### config.mk
export PLATFORM = sky130hd
export DESIGN_NAME = mem_stage
export DESIGN_NICKNAME = d
export VERILOG_FILES = /design/src/rtl/mem_stage_pkg.sv /design/src/rtl/mem_stage_load_align.sv /design/src/rtl/mem_stage.sv
export SDC_FILE = /design/constraint.sdc
export NUM_CORES = 1
export LEC_CHECK = 0
export ABC_AREA = 1
export CAP_MARGIN = 20
export CORE_MARGIN = 3
export CORE_UTILIZATION = 40
export CTS_CLUSTER_DIAMETER = 50
export DETAILED_ROUTE_END_ITERATION = 7
export PLACE_DENSITY = 0.76
export SETUP_SLACK_MARGIN = 0.4
export SLEW_MARGIN = 20
export SYNTH_ARGS = -nofsm -noshare
export SYNTH_HDL_FRONTEND = slang
export SYNTH_SLANG_ARGS = --single-unit
### constraint.sdc
create_clock -name clk -period 10.25 [get_ports clk]
set_input_delay 2.05 -clock clk [delete_from_list [all_inputs] [get_ports clk]]
set_output_delay 2.05 -clock clk [all_outputs]
set_load 0.03 [all_outputs]
### src/rtl/mem_stage_pkg.sv
// Shared widths, field layouts and state encodings for the memory-access stage.
package mem_stage_pkg;

    localparam int M_RFC_WID = 38;
    localparam int EXC_WID   = 7;
    localparam int LDOP_WID  = 5;

    // Bit positions inside the one-hot load-op vector {ld_b, ld_h, ld_w, ld_bu, ld_hu}
    localparam int LD_B  = 4;
    localparam int LD_H  = 3;
    localparam int LD_W  = 2;
    localparam int LD_BU = 1;
    localparam int LD_HU = 0;

    localparam logic [1:0] ST_IDLE = 2'd0;
    localparam logic [1:0] ST_WAIT = 2'd1;
    localparam logic [1:0] ST_HOLD = 2'd2;

    typedef struct packed {
        logic        we;
        logic [4:0]  waddr;
        logic [31:0] wdata;
    } rf_collect_t;

    // Exception vector layout, msb first
    typedef struct packed {
        logic ale;
        logic adef;
        logic ine;
        logic sys;
        logic brk;
        logic intr;
        logic ertn;
    } except_t;

    typedef struct packed {
        logic [31:0]         pc;
        rf_collect_t         rfc;
        logic [LDOP_WID-1:0] ld_op;
        logic                need_data;
        except_t             except;
        logic [31:0]         vaddr;
    } ms_payload_t;

endpackage

### src/rtl/mem_stage_load_align.sv
// Picks the addressed byte/half of the SRAM response and extends it to 32 bits.
module mem_stage_load_align
    import mem_stage_pkg::*;
(
    input  logic [31:0]         rdata_i,
    input  logic [1:0]          offset_i,
    input  logic [LDOP_WID-1:0] ld_op_i,
    input  logic [31:0]         alu_i,
    output logic [31:0]         wdata_o
);

    logic [7:0]  byte_sel;
    logic [15:0] half_sel;

    always_comb begin
        case (offset_i)
            2'd0:    byte_sel = rdata_i[7:0];
            2'd1:    byte_sel = rdata_i[15:8];
            2'd2:    byte_sel = rdata_i[23:16];
            default: byte_sel = rdata_i[31:24];
        endcase
    end

    assign half_sel = offset_i[1] ? rdata_i[31:16] : rdata_i[15:0];

    always_comb begin
        wdata_o = alu_i;
        if (ld_op_i[LD_W])       wdata_o = rdata_i;
        else if (ld_op_i[LD_B])  wdata_o = {{24{byte_sel[7]}}, byte_sel};
        else if (ld_op_i[LD_BU]) wdata_o = {24'd0, byte_sel};
        else if (ld_op_i[LD_H])  wdata_o = {{16{half_sel[15]}}, half_sel};
        else if (ld_op_i[LD_HU]) wdata_o = {16'd0, half_sel};
    end

endmodule

### src/rtl/mem_stage.sv
// MS pipeline stage: holds the ES payload, waits for the data-SRAM response and
// drops responses that belong to flushed instructions.
module mem_stage
    import mem_stage_pkg::*;
#(
    parameter int MAX_OUTST = 2
) (
    input  logic                 clk,
    input  logic                 reset,
    input  logic                 es_to_ms_valid,
    output logic                 ms_allowin,
    input  logic [31:0]          es_pc,
    input  logic [M_RFC_WID-1:0] es_rf_collect,
    input  logic [LDOP_WID-1:0]  es_ld_op,
    input  logic                 es_mem_req,
    input  logic [EXC_WID-1:0]   es_except,
    input  logic [31:0]          es_vaddr,
    input  logic                 data_req_hs,
    input  logic                 data_sram_data_ok,
    input  logic [31:0]          data_sram_rdata,
    output logic                 ms_to_ws_valid,
    input  logic                 ws_allowin,
    output logic [31:0]          ms_pc,
    output logic [M_RFC_WID-1:0] ms_rf_collect,
    output logic [EXC_WID-1:0]   ms_to_ws_except,
    output logic [31:0]          ms_vaddr,
    input  logic                 wb_flush,
    output logic                 ms_ex,
    output logic [M_RFC_WID:0]   ms_rf_fwd
);

    localparam int CW = $clog2(MAX_OUTST + 1);

    logic           ms_valid_q, ms_valid_d;
    ms_payload_t    pl_q, pl_d;
    logic           got_q, got_d;
    logic [31:0]    buf_q, buf_d;
    logic [1:0]     state_q, state_d;
    logic [CW-1:0]  outst_q, outst_d;
    logic [CW-1:0]  discard_q, discard_d;

    logic           ms_ready_go, consume, handoff, accept, load_pending;
    logic [31:0]    ld_rdata, final_wdata;
    int             inflight;

    // A response is ours only once every response owed to flushed work has drained
    assign consume      = ms_valid_q & pl_q.need_data & ~got_q & data_sram_data_ok & (discard_q == '0);
    assign ms_ready_go  = ~pl_q.need_data | got_q | (data_sram_data_ok & (discard_q == '0));
    assign ms_to_ws_valid = ms_valid_q & ms_ready_go;
    assign handoff      = ms_to_ws_valid & ws_allowin;
    assign ms_allowin   = ~ms_valid_q | (ms_ready_go & ws_allowin);
    assign accept       = es_to_ms_valid & ms_allowin;

    always_comb begin
        ms_valid_d = ms_valid_q;
        pl_d       = pl_q;
        got_d      = got_q;
        buf_d      = buf_q;
        if (ms_allowin) ms_valid_d = es_to_ms_valid;
        if (wb_flush)   ms_valid_d = 1'b0;
        if (accept) begin
            pl_d.pc        = es_pc;
            pl_d.rfc       = rf_collect_t'(es_rf_collect);
            pl_d.ld_op     = es_ld_op;
            pl_d.need_data = es_mem_req & (es_except == '0);
            pl_d.except    = except_t'(es_except);
            pl_d.vaddr     = es_vaddr;
            got_d          = 1'b0;
        end else if (wb_flush | handoff) begin
            got_d = 1'b0;
        end else if (consume) begin
            got_d = 1'b1;
        end
        if (consume) buf_d = data_sram_rdata;

        if (!ms_valid_d)         state_d = ST_IDLE;
        else if (got_d)          state_d = ST_HOLD;
        else if (pl_d.need_data) state_d = ST_WAIT;
        else                     state_d = ST_IDLE;
    end

    always_comb begin
        outst_d   = outst_q + CW'(data_req_hs) - CW'(data_sram_data_ok);
        discard_d = discard_q;
        inflight  = int'(outst_q) + int'(data_req_hs) - int'(data_sram_data_ok)
                  - int'(consume & handoff);
        if (wb_flush)
            discard_d = (inflight > 0) ? CW'(inflight) : '0;
        else if ((discard_q != '0) && data_sram_data_ok)
            discard_d = discard_q - CW'(1);
    end

    always_ff @(posedge clk or posedge reset) begin
        if (reset) begin
            ms_valid_q <= 1'b0;
            pl_q       <= '0;
            got_q      <= 1'b0;
            buf_q      <= '0;
            state_q    <= ST_IDLE;
            outst_q    <= '0;
            discard_q  <= '0;
        end else begin
            ms_valid_q <= ms_valid_d;
            pl_q       <= pl_d;
            got_q      <= got_d;
            buf_q      <= buf_d;
            state_q    <= state_d;
            outst_q    <= outst_d;
            discard_q  <= discard_d;
        end
    end

    always @(posedge clk) begin
        if (!reset && outst_q == CW'(MAX_OUTST))
            assert (!data_req_hs || data_sram_data_ok);
    end

    assign ld_rdata = got_q ? buf_q : data_sram_rdata;

    mem_stage_load_align u_align (
        .rdata_i  (ld_rdata),
        .offset_i (pl_q.vaddr[1:0]),
        .ld_op_i  (pl_q.ld_op),
        .alu_i    (pl_q.rfc.wdata),
        .wdata_o  (final_wdata)
    );

    assign load_pending    = ms_valid_q & (pl_q.ld_op != '0) & ~ms_ready_go;
    assign ms_pc           = pl_q.pc;
    assign ms_vaddr        = pl_q.vaddr;
    assign ms_to_ws_except = pl_q.except;
    assign ms_ex           = ms_valid_q & (pl_q.except != '0);
    assign ms_rf_collect   = {pl_q.rfc.we & ms_valid_q & (pl_q.except == '0),
                              pl_q.rfc.waddr, final_wdata};
    assign ms_rf_fwd       = {pl_q.rfc.we & ms_valid_q, pl_q.rfc.waddr, final_wdata, load_pending};

endmodule

==> impl_metrics.ini <==
[clocking]
cts_buffer_depth = 2
clock_latency_ns = 0.42
clkSlewWorstSetupHoldPaths_ns = 0.06
hold_buffers = 0
clock-sinks = 153
cts_inserted_buffers = 17
cts_resized = 0
root_buffer = clkbuf_16
htree_levels = 4
cts_tree = done
cts_setup_buffers = 0

[flow_run]
max_cap_viol_count = 0

[route]
wl_um = 24620
ant_nets = 0
vias_per_cell = 4.733
drt_pass1_iterations = 5
wl_per_cell_um = 15.36
drt_iter0_drc = 420
drc = 0
dr_total_vias = 7587

[placement]
post-place-ws_ns = 3.801
dp_hpwl_um = 18130
numPortBuffers = 304
gp_congestion = 0.8691
place_inst = 1570

[setup_path]
crit_type = in2out
worst_ep_required_time_ns = 8.20
critical_path_buf_inv_count = 2
critPathSlowestCell = clkdlybuf4s50_1
arrival_ns = 4.42
cp_max_fo = 15
critPathTopFamily = buffers and inverters
crit_chain = clkdlybuf4s50_1, nand2_1, nand3_1, nand3_1, nor2_2, nor2_1, nand2_1, clkdlybuf4s50_1
endpoint_kind = output port
cp-start-kind = input port
critPathMaxStageDelay_ns = 0.70

[timing]
fin_skew_ns = 0.01066
finalSetupTns_ns = 0
setup_slack_ns = 3.781
finalHoldViolCount = 0
finalSetupViolCount = 0
worst_pin_slew_ns = 1.029
drv_slew = 0
rsz0062_at_grt = false
max_freq_mhz = 154.6
period_needed_ns = 6.469
slew_headroom_pct = 31.40
period_share_pct = 63.11

[floorplanning]
pin_count = 305
coreArea_um2 = 20560
placement_rows = 52
start_util_pct = 41.34
die_area_um2 = 23030
die_w_um = 151.8
die_h_um = 151.8

[yosys]
synth_edf_count = 0
synth_top_area_cell = dfrtp_1
netlist_area_um2 = 8499
async_reset_ff_share_pct = 100.0
ys_types = 30
syn_area_per_cell_um2 = 7.359
ys_top_cells_by_area = dfrtp_1 (45%), nand2_1 (27%), buf_4 (11%)
synth_ff_type = dfrtp_1
mappedNetlistNets = 1316
synth-seq-cells = 153
ys_seq_area_share_pct = 45.05
yosys_warnings = 0
syn_inst = 1155
yosys.area.top_type_share_pct = 45.05

[global_routing]
grt_overflow = 0
grt_max_degree = 95
antenna_found_initial = 2
grt_pass1_wl_um = 38620
grt_usage_pct = 21.43
grt_pass1_vias = 7413

[final_layout]
syn2layout_area_growth_pct = 33.02
finalNetCount = 1480
fillers = 1970
instances_no_fill = 1603
drive_gt1_share_pct = 4.955

[outcome]
outcome = complete, no violations

[hold_path]
hold_path_class = reg2reg

[power_and_ir_drop]
powerDensity_nw_per_um2 = 179.0
leakage_nw = 5.713
vdd_drop_max_mv = 0.09943
-- Yosys cell counts (3+ instances only) --
library cell and n:
nand2_1 610, dfrtp_1 153, buf_4 119, nand3_1 54, inv_1 46, nor2_1 28
o21ai_0 27, buf_2 22, buf_6 14, o21ai_1 12, a21oi_1 11, inv_2 8
clkbuf_1 7, or2_2 7, ha_1 6, nand4_1 6, nand2_2 5, nor3_1 4
nor2_2 3, nor2_4 3
-- worst min-delay path: stages, from the launching register on --
cell and delay [ns]:
dfrtp_1 0.34, nand2_1 0.05, nand2_1 0.04
-- final timing paths --
check | from | slack [ns] | depth (start not counted) | to
max in group asynchronous | reset | 6.67 | 3 | buf_q[6]$_DFFE_PP0P_
worst max-delay path | data_sram_rdata[31] | 3.78 | 8 | ms_rf_collect[30]
min in group asynchronous | reset | 2.13 | 2 | ms_pc[27]$_DFFE_PP0P_
worst min-delay path | ms_pc[7]$_DFFE_PP0P_ | 0.47 | 2 | ms_pc[7]$_DFFE_PP0P_
worst min register to register | ms_pc[7]$_DFFE_PP0P_ | 0.47 | 2 | ms_pc[7]$_DFFE_PP0P_
worst max register to register | got_q$_DFFE_PP0P_ | 6.46 | 13 | discard_q[1]$_DFFE_PP0P_
-- routing by layer --
layer	routed length [um]	up-vias	track usage, %
met2	11460	351	34.67
met4	633	2	7.502
met5	13	-	0
met3	2696	44	8.001
met1	9813	3432	26.36
li1	-	3758	-
-- stage by stage --
stage	utilization (%)	instance area, um2	power (W)	hold slack (ns)
3_5_place_dp	52.17	10730	0.001415	0.4576
6_report	54.99	11310	0.002023	0.4686
2_1_floorplan	-	8499	0.001204	0.4345
4_1_cts	54.98	11300	0.002039	0.4731
3_3_place_gp	52.17	10730	0.001403	0.4516
5_1_grt	54.99	11310	0.002129	0.4897
-- logic make-up after synthesis --
logic type | after synthesis | share of synthesized area [%]
flops | 153 | 45.05
simple gates | 724 | 34.18
fa+ha+maj | 7 | 1.119
compound gates | 52 | 3.106
buf+inv | 218 | 16.44
xor+xnor | 1 | 0.1031
-- layout by cell type, fill, tap and decap left out, types with 2 or more instances in the layout --
cell and n:
nand2_1 610, clkdlybuf4s50_1 304, dfrtp_1 153, nand3_1 54, inv_1 45, nor2_1 28
o21ai_0 27, clkbuf_16 17, o21ai_1 12, a21oi_1 11, inv_2 7, or2_2 7
nand4_1 6, ha_1 6, nand2_2 5, clkinv_4 5, nor3_1 4, inv_6 4
buf_4 4, nor2_2 3, nor2_4 3, clkinvlp_4 3, clkinv_2 2
-- flip-flops by register name, indices dropped and copies added (netlist names) --
register,flops
pl_q,39
buf_q,32
ms_pc,32
ms_vaddr,32
ms_to_ws_except,7
ms_rf_collect,5
discard_q,2
outst_q,2
got_q,1
ms_valid_q,1
-- area by class of cell --
class	count	area, um2	share of cell area [%]
clock inverters	14	138.9	1.228
flip-flops and latches	153	3829	33.86
inverters	55	212.7	1.881
clock buffers	18	439.2	3.884
multi-input cells	784	3273	28.95
repair buffers	308	3073	27.18
diodes	1	2.502	0.02213
well taps	270	337.8	2.988
-- power breakdown --
part	leakage [nW]	total, W	internal [W]	switching (W)
Sequential	1.92	0.000709	0.000665	0.0000442
Clock	0.275	0.000620	0.000346	0.000274
Combinational	3.51	0.000695	0.000283	0.000412
Power figures use the tool's default switching activity.
